**src/rtl/alsu_pkg.sv**
```systemverilog
// Shared types for the ALSU result path.
//   alsu_rec_t  : one buffered result, {err, out}
//   buf_state_e : occupancy state of the result buffer
//   make_rec    : builds a record from raw ALSU outputs (err = any leds bit set)
package alsu_pkg;

  localparam int unsigned ALSU_OUT_W  = 6;
  localparam int unsigned ALSU_LEDS_W = 16;

  typedef struct packed {
    logic                  err;
    logic [ALSU_OUT_W-1:0] out;
  } alsu_rec_t;

  typedef enum logic [1:0] {
    EMPTY,
    PARTIAL,
    FULL
  } buf_state_e;

  function automatic alsu_rec_t make_rec(input logic [ALSU_OUT_W-1:0]  out_v,
                                         input logic [ALSU_LEDS_W-1:0] leds_v);
    alsu_rec_t r;
    r.err = |leds_v;
    r.out = out_v;
    return r;
  endfunction

endpackage

```
**src/rtl/alsu_sat_counter.sv**
```systemverilog
// Saturating up-counter with synchronous clear.
//   clk, reset (async, active-low)
//   inc : count up by one unless already at all-ones
//   clr : synchronous clear, wins over inc
//   cnt : current value
module alsu_sat_counter #(
  parameter int unsigned W = 8
) (
  input  logic         clk,
  input  logic         reset,
  input  logic         inc,
  input  logic         clr,
  output logic [W-1:0] cnt
);

  always_ff @(posedge clk or negedge reset) begin
    if (!reset) begin
      cnt <= '0;
    end else if (clr) begin
      cnt <= '0;
    end else if (inc && (cnt != '1)) begin
      cnt <= cnt + 1'b1;
    end
  end

endmodule

```
**src/rtl/alsu_result_buffer.sv**
```systemverilog
// First-word-fall-through result FIFO behind the ALSU, with drop/error stats.
//   clk, reset (async, active-low)
//   in_valid/in_out/in_leds : ALSU result stream, no back-pressure
//   clr_stats               : synchronous clear of drop_cnt, err_cnt, overflow
//   out_valid/out_ready/out_data : consumer stream, out_data = {err, out}
//   count/full/empty        : occupancy
//   drop_cnt/err_cnt        : saturating statistics
//   overflow                : sticky drop indicator
module alsu_result_buffer
  import alsu_pkg::*;
#(
  parameter int unsigned DEPTH = 8,
  parameter int unsigned CNT_W = 8
) (
  input  logic                     clk,
  input  logic                     reset,
  input  logic                     in_valid,
  input  logic [ALSU_OUT_W-1:0]    in_out,
  input  logic [ALSU_LEDS_W-1:0]   in_leds,
  input  logic                     clr_stats,
  output logic                     out_valid,
  input  logic                     out_ready,
  output logic [ALSU_OUT_W:0]      out_data,
  output logic [$clog2(DEPTH):0]   count,
  output logic                     full,
  output logic                     empty,
  output logic [CNT_W-1:0]         drop_cnt,
  output logic [CNT_W-1:0]         err_cnt,
  output logic                     overflow
);

  localparam int unsigned PTR_W = $clog2(DEPTH);
  localparam int unsigned OCC_W = PTR_W + 1;
  localparam logic [OCC_W-1:0] OCC_ONE  = OCC_W'(1);
  localparam logic [OCC_W-1:0] OCC_LAST = OCC_W'(DEPTH - 1);

  alsu_rec_t        mem [DEPTH];
  alsu_rec_t        wr_rec;
  alsu_rec_t        last_q;
  logic [PTR_W-1:0] wr_ptr;
  logic [PTR_W-1:0] rd_ptr;
  buf_state_e       state_q;
  buf_state_e       state_d;
  logic             push;
  logic             pop;
  logic             drop;
  logic             err_inc;

  assign wr_rec  = make_rec(in_out, in_leds);
  assign pop     = out_valid && out_ready;
  assign push    = in_valid && (!full || pop);
  assign drop    = in_valid && full && !pop;
  assign err_inc = push && wr_rec.err;

  assign out_valid = (state_q != EMPTY);
  assign full      = (state_q == FULL);
  assign empty     = (state_q == EMPTY);

  // Head is read straight from storage; once drained, the last popped word
  // is held so out_data never shows stale or uninitialised memory.
  assign out_data = (state_q == EMPTY) ? last_q : mem[rd_ptr];

  always_ff @(posedge clk) begin
    if (push) begin
      mem[wr_ptr] <= wr_rec;
    end
  end

  always_ff @(posedge clk or negedge reset) begin
    if (!reset) begin
      wr_ptr  <= '0;
      rd_ptr  <= '0;
      count   <= '0;
      last_q  <= '0;
      state_q <= EMPTY;
    end else begin
      state_q <= state_d;
      if (push) begin
        wr_ptr <= wr_ptr + 1'b1;
      end
      if (pop) begin
        rd_ptr <= rd_ptr + 1'b1;
        last_q <= mem[rd_ptr];
      end
      case ({push, pop})
        2'b10:   count <= count + 1'b1;
        2'b01:   count <= count - 1'b1;
        default: count <= count;
      endcase
    end
  end

  always_comb begin
    state_d = state_q;
    case (state_q)
      EMPTY: begin
        if (push) state_d = PARTIAL;
      end
      PARTIAL: begin
        if (pop && !push && (count == OCC_ONE)) begin
          state_d = EMPTY;
        end else if (push && !pop && (count == OCC_LAST)) begin
          state_d = FULL;
        end
      end
      FULL: begin
        if (pop && !push) state_d = PARTIAL;
      end
      default: state_d = EMPTY;
    endcase
  end

  always_ff @(posedge clk or negedge reset) begin
    if (!reset) begin
      overflow <= 1'b0;
    end else if (clr_stats) begin
      overflow <= 1'b0;
    end else if (drop) begin
      overflow <= 1'b1;
    end
  end

  alsu_sat_counter #(.W(CNT_W)) u_drop_cnt (
    .clk   (clk),
    .reset (reset),
    .inc   (drop),
    .clr   (clr_stats),
    .cnt   (drop_cnt)
  );

  alsu_sat_counter #(.W(CNT_W)) u_err_cnt (
    .clk   (clk),
    .reset (reset),
    .inc   (err_inc),
    .clr   (clr_stats),
    .cnt   (err_cnt)
  );

endmodule

```
**config.mk**
```make
export PLATFORM = sky130hd
export DESIGN_NAME = alsu_result_buffer
export DESIGN_NICKNAME = d
export VERILOG_FILES = /design/src/rtl/alsu_pkg.sv /design/src/rtl/alsu_sat_counter.sv /design/src/rtl/alsu_result_buffer.sv
export SDC_FILE = /design/constraint.sdc
export NUM_CORES = 1
export LEC_CHECK = 0
export ABC_AREA = 1
export BUFFER_PORTS_ARGS = -buffer_cell sky130_fd_sc_hd__buf_2
export CAP_MARGIN = 25
export CORE_ASPECT_RATIO = 2
export CORE_MARGIN = 8
export CORE_UTILIZATION = 40
export DETAILED_ROUTE_END_ITERATION = 10
export PLACE_DENSITY_LB_ADDON = 0.1
export SLEW_MARGIN = 20
export SYNTH_ARGS = -nofsm -noshare
export SYNTH_HDL_FRONTEND = slang
export SYNTH_SLANG_ARGS = --single-unit
```
**constraint.sdc**
```tcl
create_clock -name clk -period 2.1 [get_ports clk]
set_input_delay 0.21 -clock clk [delete_from_list [all_inputs] [get_ports clk]]
set_output_delay 0.21 -clock clk [all_outputs]
set_load 0.02 [all_outputs]
```
==> results of run 1 <==
-- routing by layer --
layer | vias up | GRT usage [%]
met4 | 0 | 8.848
met5 | - | 0
met2 | 57 | 30.48
met1 | 1679 | 14.56
met3 | 25 | 2.807
li1 | 1741 | -
-- report_power, final --
group / internal, W / switching (W) / leakage [nW] / total (W)
Combinational: 0.000939 / 0.00174 / 1.33 / 0.00268
Clock: 0.000928 / 0.000685 / 0.140 / 0.00161
Sequential: 0.00224 / 0.000217 / 0.966 / 0.00245
Total: 0.00410 / 0.00264 / 2.43 / 0.00675
-- stage by stage --
stage	setup slack (ps)	hold WS [ps]	cells	power (W)
after CTS	53.24	161.9	709	0.006683
after global routing	-3.340	172.8	710	0.007239
after detailed placement	429.0	274.6	692	0.005048
after global placement	428.7	269.4	692	0.005021
final	78.07	173.3	710	0.006745
after floorplan	376.8	-85.59	489	0.004202
-- cell usage in the layout, fill, tap and decap left out, types with 3 or more instances in the layout --
cell,n
nor2_4,3
inv_2,3
nand3_1,24
dfrtp_1,35
o21ai_0,19
clkinvlp_4,3
nand2_2,6
clkbuf_16,10
nor2_2,3
nor3_1,4
o21ai_1,19
nand2_1,143
nand2_4,3
nand4_1,7
nor2_1,86
buf_2,56
edfxtp_1,56
a21oi_1,3
inv_1,28
buf_4,17
xor2_1,12
ha_1,7
clkinv_1,3
-- cells by family after synthesis --
family	count (synthesis)	share of synthesized area, %
XOR/XNOR	14	2.754
AND/OR/NAND/NOR	286	27.66
AO/OA/AOI/OAI	43	5.143
adder cells (fa/ha/maj)	7	1.967
buffers and inverters	47	4.469
flip-flops	92	58.01
-- path summary, 6_finish.rpt --
check,cells past startpoint,slack (ps),start,to
worst max-delay path,9,80,rd_ptr[0],out_data[4]
min in group asynchronous,2,410,reset,state_q[0]
worst min register to register,2,480,last_q[2],last_q[2]
worst max register to register,7,450,state_q[1],mem[4][1]
worst min-delay path,1,170,in_out[0],mem[1][0]
max in group asynchronous,3,1150,reset,count[3]
-- flip-flops by register name, summed over array words and instances, names as in the netlist --
register	cells
mem	56
u_drop_cnt.cnt	8
u_err_cnt.cnt	8
last_q	7
count	4
rd_ptr	3
wr_ptr	3
state_q	2
overflow	1
-- layout make-up --
type	count	area [sq um]	share of cell area [%]
timing repair buffer	76	462.9	8.651
clock buffer	9	225.2	4.209
tap	140	175.2	3.273
clock inverter	7	75.07	1.403
multi-input combinational	350	1685	31.49
sequential	92	2584	48.28
inverter	36	143.9	2.689
-- timing repair --
action,in CTS,in global routing
setup buffers,0,0
hold buffers,1,0
endpoints found under the setup margin,0,7
gates resized for setup,0,17
endpoints found under the hold margin,24,0
==> impl_metrics.env, run 1 <==
export IMPL_gp_congestion=0.8418
export IMPL_die_y_um=165.2
export IMPL_cap_violations=0
export IMPL_yosysTopAreaCell="edfxtp_1"
export IMPL_clkLatencyLatePin_ps=340
export IMPL_dr_first_iter_drc_count=166
export IMPL_status="completed"
export IMPL_timing_final_crit_share_pct=96.28
export IMPL_cts_tree="yes"
export IMPL_timing_setup_tns_ps=0
export IMPL_max_stage_delay_ps=440
export IMPL_cp_top_family="buffers and inverters"
export IMPL_yosys_area_top_type_share_pct=37.77
export IMPL_finalHoldViolations=0
export IMPL_slowest_stage="dfrtp_2"
export IMPL_num_fill_cells=1056
export IMPL_io_pins=58
export IMPL_grt_max_degree=27
export IMPL_clk_pin_slew_worst_paths_ps=60
export IMPL_cp_arrival_ps=1810
export IMPL_ys_seq_area_share_pct=58.01
export IMPL_areaGrowthSynthToFinish_pct=20.21
export IMPL_clk_path_buf_depth=2
export IMPL_dpl_cell_area_sq_um=4981
export IMPL_syn_area_per_cell_sq_um=9.104
export IMPL_max_vdd_ir_drop_uv=679.2
export IMPL_synth_cell_types=33
export IMPL_crit_path_start_kind="register"
export IMPL_io_buffers=57
export IMPL_drcViolationCount=0
export IMPL_std_cell_rows=54
export IMPL_final_nets=599
export IMPL_synth_edf_count=56
export IMPL_finalClockSkew_ps=7.299
export IMPL_cts_max_level=3
export IMPL_die_w_um=90.60
export IMPL_yosysWarnings=0
export IMPL_vias=3502
export IMPL_m1WireLength_um=3919
export IMPL_route_top_layer_used="met4"
export IMPL_path_common_cell="nand2_1"
export IMPL_cts_buffers_inserted=9
export IMPL_crit_buf_inv=3
export IMPL_root_buffer="clkbuf_16"
export IMPL_grt_pass1_vias=3639
export IMPL_synthFlopType="edfxtp_1"
export IMPL_syn_inst=489
export IMPL_setup_viol=0
export IMPL_worst_pin_slew_ps=632.7
export IMPL_fin_util_pct=49.19
export IMPL_power_density_nw_per_um2=1261
export IMPL_dr_pass1_iters=4
export IMPL_crit_type="reg -> out"
export IMPL_synth_common_cells="nand2_1, nor2_1, edfxtp_1"
export IMPL_dieArea_sq_um=14970
export IMPL_route_met2_wl_um=6312
export IMPL_slew_headroom_pct=57.82
export IMPL_synthesis_nets=523
export IMPL_n_antenna_cell=0
export IMPL_worstPathRequired_ps=1890
export IMPL_yosys_cell_count_top_type="nand2_1"
export IMPL_postRouteAntennaNets=0
export IMPL_fin_crit_ps=2022
export IMPL_design_core_area_sq_um=10880
export IMPL_dpl_hpwl_um=8382
export IMPL_grt_total_usage_pct=15.52
export IMPL_start_util_pct=40.92
export IMPL_vias_per_cell=4.932
export IMPL_async_reset_ff_share_pct=39.13
export IMPL_leakage_nw=2.433
export IMPL_dr_wl_met3_um=283
export IMPL_netlist_area_sq_um=4452
export IMPL_routed_wl_um=10900
export IMPL_grt_pass1_wl_um=18040
export IMPL_hold_path_class="in -> reg"
export IMPL_path_max_fanout=9
export IMPL_cts_sinks=92
export IMPL_cp_end_kind="output port"
export IMPL_ys_ff_latch=92
export IMPL_fmax_mhz=494.6
export IMPL_antenna_found_initial=0
export IMPL_wl_per_cell_um=15.35
export IMPL_report_final_slew_viol_count=0
export IMPL_yosys_top_cells_area="edfxtp_1, dfrtp_1, nand2_1"
export IMPL_drive_above_1_share_pct=20.70
export IMPL_cp_cell_sequence="inv_2, buf_4, o21ai_0, nand2_1, nand2_1, nand2_1, nand2_1, nand2_1, buf_2"
export IMPL_final_area_sq_um=5351
export IMPL_overflow=0
(Power assumes the default switching activity.)
==> run 2, diff against run 1 <==
==> constraint.sdc (replaced) <==
create_clock -name clk -period 2.1 [get_ports clk]
set_input_delay 0.42 -clock clk [delete_from_list [all_inputs] [get_ports clk]]
set_output_delay 0.42 -clock clk [all_outputs]
set_load 0.02 [all_outputs]
==> run 2 against run 1 <==
The flow now finishes with violations (negative setup slack). Global-route usage is essentially flat. Sequential share of layout area decreased by 0.70 points. Worst hold slack worse by 62 ps. Critical path type unchanged.
==> impl_metrics.env, run 2 (same netlist as run 1, synthesis figures left out) <==
export IMPL_status="finished with violations"
export IMPL_violations="negative setup slack"
export IMPL_cts_hold_buffers_added=0
export IMPL_path_max_fanout=15
export IMPL_largest_reg_flops=56
export IMPL_hold_path_class="in -> async"
export IMPL_dpl_hpwl_um=8290
export IMPL_final_nets=599
export IMPL_vias=3498
export IMPL_setup_viol=6
export IMPL_crit_type="reg -> out"
export IMPL_gp_congestion=0.8384
export IMPL_reg_top3="mem (56), u_drop_cnt.cnt (8), u_err_cnt.cnt (8)"
export IMPL_slew_headroom_pct=68.50
export IMPL_overflow=0
export IMPL_final_common_cell="nand2_1"
export IMPL_cts_tree="yes"
export IMPL_num_fill_cells=1054
export IMPL_largest_register="mem"
export IMPL_switching_share_pct=38.58
export IMPL_dieArea_sq_um=14970
export IMPL_clkPwrFrac_pct=25.0
export IMPL_root_buffer="clkbuf_16"
export IMPL_std_cell_rows=54
export IMPL_antenna_found_initial=0
export IMPL_dr_first_iter_drc_count=121
export IMPL_dr_pass1_iters=4
export IMPL_wl_per_cell_um=15.47
export IMPL_worstPathRequired_ps=1680
export IMPL_grt_total_usage_pct=15.56
export IMPL_die_w_um=90.60
export IMPL_cts_sinks=92
export IMPL_setup_slack_ps=-56.40
export IMPL_fmax_mhz=463.7
export IMPL_routed_wl_um=10980
export IMPL_timing_setup_tns_ps=-250.4
export IMPL_cts_buffers_inserted=9
export IMPL_io_buffers=57
export IMPL_areaGrowthSynthToFinish_pct=21.98
export IMPL_drcViolationCount=0
export IMPL_fin_util_pct=49.92
export IMPL_combPwrFrac_pct=40.4
export IMPL_finalHoldViolations=0
export IMPL_grt_pass1_wl_um=18130
export IMPL_whs_ps=111.0
export IMPL_leakage_nw=2.461
export IMPL_clkLatencyLatePin_ps=330
export IMPL_design_core_area_sq_um=10880
export IMPL_report_final_slew_viol_count=0
export IMPL_max_vdd_ir_drop_uv=541.6
export IMPL_clk_pin_slew_worst_paths_ps=70
export IMPL_postRouteAntennaNets=0
export IMPL_timing_final_crit_share_pct=102.7
export IMPL_n_antenna_cell=0
export IMPL_intPower_w=0.004345
export IMPL_io_pins=58
export IMPL_die_y_um=165.2
export IMPL_crit_path_start_kind="register"
export IMPL_power_density_nw_per_um2=1303
export IMPL_p_sw_w=0.002729
export IMPL_cp_arrival_ps=1740
export IMPL_vias_per_cell=4.927
export IMPL_place_inst=692
export IMPL_p_seq_share_pct=34.6
export IMPL_grt_setup_unrepaired="yes"
export IMPL_drive_above_1_share_pct=22.98
export IMPL_cap_violations=0
export IMPL_clk_path_buf_depth=2
export IMPL_grt_max_degree=37
export IMPL_layoutNonFillerInstCount=710
export IMPL_fin_crit_ps=2156
export IMPL_start_util_pct=40.92
export IMPL_cp_end_kind="output port"
export IMPL_grt_pass1_vias=3718
export IMPL_most_common_layout_cells="nand2_1, nor2_1, edfxtp_1, buf_2, dfrtp_1"
export IMPL_finalClockSkew_ps=5.654
export IMPL_worst_pin_slew_ps=472.6
export IMPL_cts_max_level=3
## run 2: final timing paths
path | start | cells after the start | slack [ps] | end
max in group asynchronous | reset | 2 | 1630 | rd_ptr[0]
max | rd_ptr[0] | 10 | -60 | out_data[2]
min in group clk | in_out[0] | 1 | 380 | mem[7][0]
min reg2reg | last_q[6] | 2 | 480 | last_q[6]
min | reset | 2 | 110 | count[0]
max reg2reg | state_q[1] | 7 | 450 | mem[6][2]
## run 2: metrics by stage
stage          cell area (sq um)  power (W)  setup WS (ps)
5_1_grt                     5430   0.007577         -180.2
2_1_floorplan               4452   0.004202          281.7
3_3_place_gp                4994   0.005064          292.1
4_1_cts                     5343   0.006954         -103.8
3_5_place_dp                4994   0.005106          234.2
6_report                    5430   0.007074         -56.40
## run 2: layer usage
| layer | share of wire, % | vias to the layer above | GRT usage (%) | wire, um |
|---|---|---|---|---|
| met5 | 0 | - | 0 | 0 |
| met3 | 2.6 | 22 | 2.716 | 288 |
| met2 | 58 | 77 | 30.88 | 6364 |
| met4 | 3.4 | 0 | 8.391 | 374 |
| li1 | - | 1740 | - | - |
| met1 | 36 | 1659 | 14.56 | 3957 |
## run 2: timing repair
item / 4_1_cts / 5_1_grt
endpoints found under the setup margin: 7 / 7
gates cloned: 0 / 1
resized for setup: 8 / 30
pin swaps: 0 / 0
buffers inserted: 0 / 1
## run 2: area by class of cell
class / instances / area, sq um / share of cell area (%)
flip-flops and latches: 92 / 2584 / 47.58
multi-input cells: 350 / 1718 / 31.64
repair buffers: 76 / 480.5 / 8.848
clock buffers: 9 / 225.2 / 4.147
well taps: 140 / 175.2 / 3.226
inverters: 36 / 142.6 / 2.627
clock inverters: 7 / 105.1 / 1.935
## run 2: power groups by stage
stage,combinational (W),sequential [W],clock [W]
6_report,0.00285,0.00245,0.00177
5_1_grt,0.00320,0.00249,0.00189
4_1_cts,0.00269,0.00244,0.00183
3_5_place_dp,0.00264,0.00247,0
3_3_place_gp,0.00260,0.00246,0
2_1_floorplan,0.00171,0.00249,0
## run 2: critical path: stages, from the launching register on
cell and delay, ps:
dfrtp_2 450, clkbuf_16 200, nor2_2 110, nor2_1 40, o21ai_0 70, nand2_1 80, nand2_1 60, nand2_1 80
nand2_1 60, nand2_1 80, buf_2 170
